File: src/rtl/csi_rx_byte_align_if.sv
`default_nettype none
// ============================================================================
// Module      : csi_rx_byte_align_if
// Description : Bundle between the lane deserialiser / packet stage and the
//               CSI byte aligner. "master" is the surrounding system (drives
//               the raw stream and packet controls); "slave" is the aligner.
//               CSI_SYNC_ERR_TOLERANT_EN adds the sync_corrected flag.
// Revision    : 1.0  initial release
// ============================================================================
interface csi_rx_byte_align_if;
  logic [7:0] deser_in;
  logic       wait_for_sync;
  logic       packet_done;
  logic [7:0] data_out;
  logic       data_vld;
  logic       locked;
  logic [2:0] offset;
  logic       sync_timeout;
`ifdef CSI_SYNC_ERR_TOLERANT_EN
  logic       sync_corrected;

  modport master (
    output deser_in, wait_for_sync, packet_done,
    input  data_out, data_vld, locked, offset, sync_timeout, sync_corrected
  );

  modport slave (
    input  deser_in, wait_for_sync, packet_done,
    output data_out, data_vld, locked, offset, sync_timeout, sync_corrected
  );
`else
  modport master (
    output deser_in, wait_for_sync, packet_done,
    input  data_out, data_vld, locked, offset, sync_timeout
  );

  modport slave (
    input  deser_in, wait_for_sync, packet_done,
    output data_out, data_vld, locked, offset, sync_timeout
  );
`endif
endinterface
`default_nettype wire

File: src/rtl/csi_rx_byte_align.sv
`default_nettype none
// ============================================================================
// Module      : csi_rx_byte_align
// Description : Hunts the HS sync byte at any of 8 bit offsets in the raw
//               deserialiser stream, locks that offset and emits byte-aligned
//               payload until packet_done. Reports hunt timeouts.
//               Optional macro CSI_SYNC_ERR_TOLERANT_EN: also accept a sync
//               byte with a single bit error (flagged on sync_corrected).
// Revision    : 1.0  initial release
// ============================================================================
module csi_rx_byte_align #(
  parameter logic [7:0]  SYNC_BYTE    = 8'hB8,
  parameter logic [15:0] HUNT_TIMEOUT = 16'd4096
) (
  input  wire logic          byte_clock,
  input  wire logic          reset_n,
  csi_rx_byte_align_if.slave bus
);

  typedef enum logic [1:0] {
    ST_IDLE   = 2'd0,
    ST_HUNT   = 2'd1,
    ST_LOCKED = 2'd2
  } state_t;

  localparam logic [15:0] C_TIMER_LAST = HUNT_TIMEOUT - 16'd1;

  state_t      state_q, state_d;
  logic [7:0]  curr_q, curr_d;
  logic [7:0]  prev_q, prev_d;
  logic [15:0] timer_q, timer_d;
  logic [7:0]  data_out_q, data_out_d;
  logic        data_vld_q, data_vld_d;
  logic        locked_q, locked_d;
  logic [2:0]  offset_q, offset_d;
  logic        sync_timeout_q, sync_timeout_d;
`ifdef CSI_SYNC_ERR_TOLERANT_EN
  logic        sync_corrected_q, sync_corrected_d;
  logic [7:0]  near_hit;
  logic        hit_near;
`endif

  // Two-byte window {curr, prev}; the top bit can never be part of a
  // candidate (offset 7 tops out at bit 14), so it is left out.
  logic [14:0] window;
  logic [7:0]  exact_hit;
  logic        hit_any;
  logic [2:0]  hit_k;

  assign window = {curr_q[6:0], prev_q};

  // Per-offset candidate detection with the HS-zero qualifier below it.
  for (genvar k = 0; k < 8; k++) begin : g_cand
    localparam logic [14:0] C_QMASK = 15'((32'd1 << k) - 32'd1);
    logic qual;
    assign qual         = ((window & C_QMASK) == 15'd0);
    assign exact_hit[k] = qual && (window[k +: 8] == SYNC_BYTE);
`ifdef CSI_SYNC_ERR_TOLERANT_EN
    assign near_hit[k]  = qual && $onehot(window[k +: 8] ^ SYNC_BYTE);
`endif
  end

  // Pick the lowest matching offset; exact matches beat 1-bit matches.
  always_comb begin
    hit_any = 1'b0;
    hit_k   = 3'd0;
    for (int i = 7; i >= 0; i--) begin
      if (exact_hit[i]) begin
        hit_any = 1'b1;
        hit_k   = 3'(i);
      end
    end
`ifdef CSI_SYNC_ERR_TOLERANT_EN
    hit_near = 1'b0;
    if (!hit_any) begin
      for (int i = 7; i >= 0; i--) begin
        if (near_hit[i]) begin
          hit_any  = 1'b1;
          hit_near = 1'b1;
          hit_k    = 3'(i);
        end
      end
    end
`endif
  end

  // Next-state / next-output logic for the IDLE-HUNT-LOCKED machine.
  always_comb begin
    state_d        = state_q;
    prev_d         = curr_q;
    curr_d         = bus.deser_in;
    timer_d        = timer_q;
    data_out_d     = data_out_q;
    data_vld_d     = 1'b0;
    offset_d       = offset_q;
    sync_timeout_d = 1'b0;
`ifdef CSI_SYNC_ERR_TOLERANT_EN
    sync_corrected_d = 1'b0;
`endif
    case (state_q)
      ST_IDLE: begin
        timer_d = 16'd0;
        if (bus.wait_for_sync) state_d = ST_HUNT;
      end
      ST_HUNT: begin
        if (hit_any) begin
          state_d  = ST_LOCKED;
          offset_d = hit_k;
          timer_d  = 16'd0;
`ifdef CSI_SYNC_ERR_TOLERANT_EN
          sync_corrected_d = hit_near;
`endif
        end else if (!bus.wait_for_sync) begin
          state_d = ST_IDLE;
          timer_d = 16'd0;
        end else if (timer_q == C_TIMER_LAST) begin
          sync_timeout_d = 1'b1;
          timer_d        = 16'd0;
        end else begin
          timer_d = timer_q + 16'd1;
        end
      end
      ST_LOCKED: begin
        timer_d = 16'd0;
        // packet_done beats both output and any (ignored) match.
        if (bus.packet_done) begin
          state_d = bus.wait_for_sync ? ST_HUNT : ST_IDLE;
        end else begin
          data_out_d = window[offset_q +: 8];
          data_vld_d = 1'b1;
        end
      end
      default: state_d = ST_IDLE;
    endcase
    locked_d = (state_d == ST_LOCKED);
  end

  // All state and registered outputs; synchronous active-low reset.
  always_ff @(posedge byte_clock) begin
    if (!reset_n) begin
      state_q        <= ST_IDLE;
      curr_q         <= 8'd0;
      prev_q         <= 8'd0;
      timer_q        <= 16'd0;
      data_out_q     <= 8'd0;
      data_vld_q     <= 1'b0;
      locked_q       <= 1'b0;
      offset_q       <= 3'd0;
      sync_timeout_q <= 1'b0;
`ifdef CSI_SYNC_ERR_TOLERANT_EN
      sync_corrected_q <= 1'b0;
`endif
    end else begin
      state_q        <= state_d;
      curr_q         <= curr_d;
      prev_q         <= prev_d;
      timer_q        <= timer_d;
      data_out_q     <= data_out_d;
      data_vld_q     <= data_vld_d;
      locked_q       <= locked_d;
      offset_q       <= offset_d;
      sync_timeout_q <= sync_timeout_d;
`ifdef CSI_SYNC_ERR_TOLERANT_EN
      sync_corrected_q <= sync_corrected_d;
`endif
    end
  end

  assign bus.data_out     = data_out_q;
  assign bus.data_vld     = data_vld_q;
  assign bus.locked       = locked_q;
  assign bus.offset       = offset_q;
  assign bus.sync_timeout = sync_timeout_q;
`ifdef CSI_SYNC_ERR_TOLERANT_EN
  assign bus.sync_corrected = sync_corrected_q;
`endif

endmodule
`default_nettype wire
File: src/flat_wrapper.sv
// flat-port wrapper written by rule: the top's interface ports become plain ports
module csi_rx_byte_align_flat 
#(
  parameter logic [7:0]  SYNC_BYTE    = 8'hB8,
  parameter logic [15:0] HUNT_TIMEOUT = 16'd4096
)
  (byte_clock, reset_n, bus_deser_in, bus_wait_for_sync, bus_packet_done, bus_data_out, bus_data_vld, bus_locked, bus_offset, bus_sync_timeout);
  csi_rx_byte_align_if bus_i ();
  input  wire logic byte_clock;
  input  wire logic reset_n;
  input wire logic [$bits(bus_i.deser_in)-1:0] bus_deser_in;
  input wire logic [$bits(bus_i.wait_for_sync)-1:0] bus_wait_for_sync;
  input wire logic [$bits(bus_i.packet_done)-1:0] bus_packet_done;
  output wire logic [$bits(bus_i.data_out)-1:0] bus_data_out;
  output wire logic [$bits(bus_i.data_vld)-1:0] bus_data_vld;
  output wire logic [$bits(bus_i.locked)-1:0] bus_locked;
  output wire logic [$bits(bus_i.offset)-1:0] bus_offset;
  output wire logic [$bits(bus_i.sync_timeout)-1:0] bus_sync_timeout;
  assign bus_i.deser_in = bus_deser_in;
  assign bus_i.wait_for_sync = bus_wait_for_sync;
  assign bus_i.packet_done = bus_packet_done;
  assign bus_data_out = bus_i.data_out;
  assign bus_data_vld = bus_i.data_vld;
  assign bus_locked = bus_i.locked;
  assign bus_offset = bus_i.offset;
  assign bus_sync_timeout = bus_i.sync_timeout;
  csi_rx_byte_align #(.SYNC_BYTE(SYNC_BYTE), .HUNT_TIMEOUT(HUNT_TIMEOUT)) u_core (.byte_clock(byte_clock), .reset_n(reset_n), .bus(bus_i));
endmodule
File: config.mk
export PLATFORM = sky130hd
export DESIGN_NAME = csi_rx_byte_align_flat
export DESIGN_NICKNAME = d
export VERILOG_FILES = /design/src/rtl/csi_rx_byte_align_if.sv /design/src/rtl/csi_rx_byte_align.sv /design/src/flat_wrapper.sv
export SDC_FILE = /design/constraint.sdc
export NUM_CORES = 1
export LEC_CHECK = 0
export ABC_CLOCK_PERIOD_IN_PS = 5200
export BUFFER_PORTS_ARGS = -buffer_cell sky130_fd_sc_hd__buf_2
export CORE_AREA = 10 10 129 84
export CTS_CLUSTER_DIAMETER = 60
export CTS_CLUSTER_SIZE = 20
export DETAILED_ROUTE_END_ITERATION = 16
export DIE_AREA = 0 0 139 94
export GPL_TIMING_DRIVEN = 0
export PLACE_DENSITY = 0.43
export SYNTH_ARGS = -nofsm -noshare
export SYNTH_HDL_FRONTEND = slang
export SYNTH_SLANG_ARGS = --single-unit
File: constraint.sdc
create_clock -name byte_clock -period 5.2 [get_ports byte_clock]
set_input_delay 0.52 -clock byte_clock [delete_from_list [all_inputs] [get_ports byte_clock]]
set_output_delay 0.52 -clock byte_clock [all_outputs]
set_load 0.005 [all_outputs]
==> flow_metrics.env <==
export IMPL_drive_gt1_share_pct=13.8
export IMPL_hold_viol_final=0
export IMPL_clkTransAtPathRegs_ps=70
export IMPL_worst_pin_slew_ps=1150
export IMPL_ctsResizeCount=0
export IMPL_dp_slack_ps=2830
export IMPL_row_count=26
export IMPL_initial_core_util_pct=29.4
export IMPL_drc=0
export IMPL_clockBufferDepth=2
export IMPL_place_hpwl_um=5450
export IMPL_synthArstFlopShare_pct=0
export IMPL_cts_root_buf="clkbuf_16"
export IMPL_gp_congestion=0.828
export IMPL_overflow=0
export IMPL_post_cts_buffers=0
export IMPL_syn_area_um2=2470
export IMPL_crit_type="register to register"
export IMPL_synth_adder_area_share_pct=0.507
export IMPL_cts_hold_fix_buffers=0
export IMPL_critPathRequiredTime_ps=5400
export IMPL_first_global_vias=2131
export IMPL_cts_htree_levels=2
export IMPL_skew_ps=3.52
export IMPL_relSlewSlack_pct=23.4
export IMPL_setup_viol=0
export IMPL_synth_top_family_by_area="simple AND/OR/NAND/NOR gates"
export IMPL_die_y_um=94
export IMPL_antenna_found_initial=0
export IMPL_p_leak_nw=1.12
export IMPL_start_kind="register"
export IMPL_firstDrtPassIters=4
export IMPL_ys_ff_latch=48
export IMPL_core_um2=8390
export IMPL_areaGrowthSynthToFinish_pct=18.3
export IMPL_cap_violations=0
export IMPL_syn_num_nets=301
export IMPL_diodes=0
export IMPL_yosys_warnings=0
export IMPL_cts_tree="done"
export IMPL_p_per_area_nw_per_um2=287
export IMPL_fmax_mhz=413
export IMPL_synth_edf_count=0
export IMPL_synthSimpleGateAreaFrac_pct=31.9
export IMPL_reg2reg_slack_ps=2780
export IMPL_viasPerCell=5.06
export IMPL_worstPathArrival_ps=2620
export IMPL_grt_usage_pct=11.1
export IMPL_ios=26
export IMPL_wl_um=7020
export IMPL_endpoint_kind="register"
export IMPL_clock_latency_ps=290
export IMPL_synth_xor_area_share_pct=0.710
export IMPL_dieArea_um2=13100
export IMPL_worstPathMaxFanout=10
export IMPL_port_buffers=25
export IMPL_drt_iter0_drc=207
export IMPL_synthCells=288
export IMPL_hold_class="input port to register"
export IMPL_syn_area_per_cell_um2=8.57
export IMPL_grt_pass1_wl_um=11800
export IMPL_status="complete, no violations"
export IMPL_ir_drop_mv=0.175
export IMPL_seq_area_frac_synth_pct=38.9
export IMPL_route_vias_total=2188
export IMPL_synth_mux_area_share_pct=7.10
export IMPL_grt_max_degree=15
export IMPL_synth_compound_area_share_pct=18.1
export IMPL_fin_crit_ps=2420
export IMPL_wl_per_cell_um=16.2
export IMPL_synth_main_ff_cell="dfxtp_1"
export IMPL_nets=333
export IMPL_fin_setup_tns_ps=0
export IMPL_slew_violations=0
export IMPL_ant_nets=0
export IMPL_clock_sinks=48
export IMPL_finalCritPeriodShare_pct=46.5
export IMPL_numCtsBuffers=5
export IMPL_rsz0062_at_grt="false"
export IMPL_timing_final_ws_setup_ps=2780
export IMPL_yosysUniqueCellTypes=52
export IMPL_die_w_um=139
==> cell usage in the layout, fill, tap and decap left out, types with 7 or more instances in the layout <==
master and count:
buf_2 29, a211oi_1 8, and2_1 22, nor2_1 24
mux2i_1 13, dfxtp_1 48, nand3_1 11, a21oi_1 7
nand2_1 38, clkbuf_1 8
==> critical path, cell delays in order (launching register included) <==
cell and delay (ps):
dfxtp_1 510, and3b_1 230, o2111ai_1 290, nand3_1 200, nor2_2 410, nand2_1 360, o31ai_1 320
==> synthesized netlist by cell type (6+ instances only) <==
| cell | number | share of area, % |
|---|---|---|
| nor2b_1 | 6 | 1.5 |
| and2_1 | 22 | 5.6 |
| nor2_1 | 24 | 3.7 |
| a21oi_1 | 7 | 1.4 |
| nand3_1 | 11 | 2.2 |
| mux2i_1 | 13 | 5.3 |
| o21ai_1 | 6 | 1.2 |
| or3_1 | 6 | 1.5 |
| nand2_1 | 38 | 5.8 |
| nand4_1 | 6 | 1.5 |
| dfxtp_1 | 48 | 39 |
| clkbuf_1 | 8 | 1.2 |
| a32oi_1 | 6 | 2.1 |
| a211oi_1 | 8 | 2.4 |
==> where the power goes <==
group	internal [mW]	switching [mW]
clock network	0.273	0.140
logic	0.0173	0.0243
registers	0.374	0.00934
==> stage by stage <==
step           power (mW)  cells  hold WS (ps)  instance area, um^2  util, %
2_1_floorplan       0.415    288           412                 2470        -
4_1_cts             0.847    432           429                 2920     34.8
6_report            0.838    432           433                 2920     34.8
5_1_grt             0.866    432           429                 2920     34.8
3_3_place_gp        0.433    425           414                 2730     32.6
3_5_place_dp        0.433    425           422                 2730     32.6
==> layer usage <==
layer  vias to the layer above  global-route usage [%]  share of wire [%]
met5                         -                       0                  0
met3                         4                    3.13                6.3
met1                      1012                    17.2                 58
li1                       1122                       -                  -
met2                        50                    13.9                 35
met4                         0                    2.77               0.87
==> cell type report <==
| cell class | instances | area (um^2) |
|---|---|---|
| clock buffer | 5 | 125 |
| inverter | 4 | 15.0 |
| buffer | 13 | 53.8 |
| tap | 112 | 140 |
| multi-input combinational | 223 | 1440 |
| timing repair buffer | 25 | 125 |
| sequential | 48 | 961 |
| fill | 879 | 5480 |
| clock inverter | 2 | 60.1 |
==> path summary, 6_finish.rpt <==
| kind | to | start | depth (start not counted) |
|---|---|---|---|
| max | u_core.timer_q[7]$_SDFFE_PN0P_ | u_core.prev_q[6]$_SDFF_PN0_ | 6 |
| min | u_core.curr_q[7]$_SDFF_PN0_ | bus_deser_in[7] | 2 |
| max reg2reg | u_core.timer_q[7]$_SDFFE_PN0P_ | u_core.prev_q[6]$_SDFF_PN0_ | 6 |
| min reg2reg | u_core.prev_q[7]$_SDFF_PN0_ | u_core.curr_q[7]$_SDFF_PN0_ | 1 |
==> registers in the layout (all words and copies together), names as in the netlist <==
signal,cells
u_core.state_q,2
u_core.curr_q,8
u_core.bus.locked,1
u_core.bus.sync_timeout,1
u_core.bus.data_vld,1
u_core.bus.offset,3
u_core.timer_q,16
u_core.bus.data_out,8
u_core.prev_q,8
==> cell families after synthesis <==
family / count (synthesis)
AO/OA/AOI/OAI: 60
XOR/XNOR: 2
adder cells (fa/ha/maj): 1
buffers and inverters: 17
flip-flops: 48
multiplexers: 15
AND/OR/NAND/NOR: 145
(Power assumes the default switching activity.)
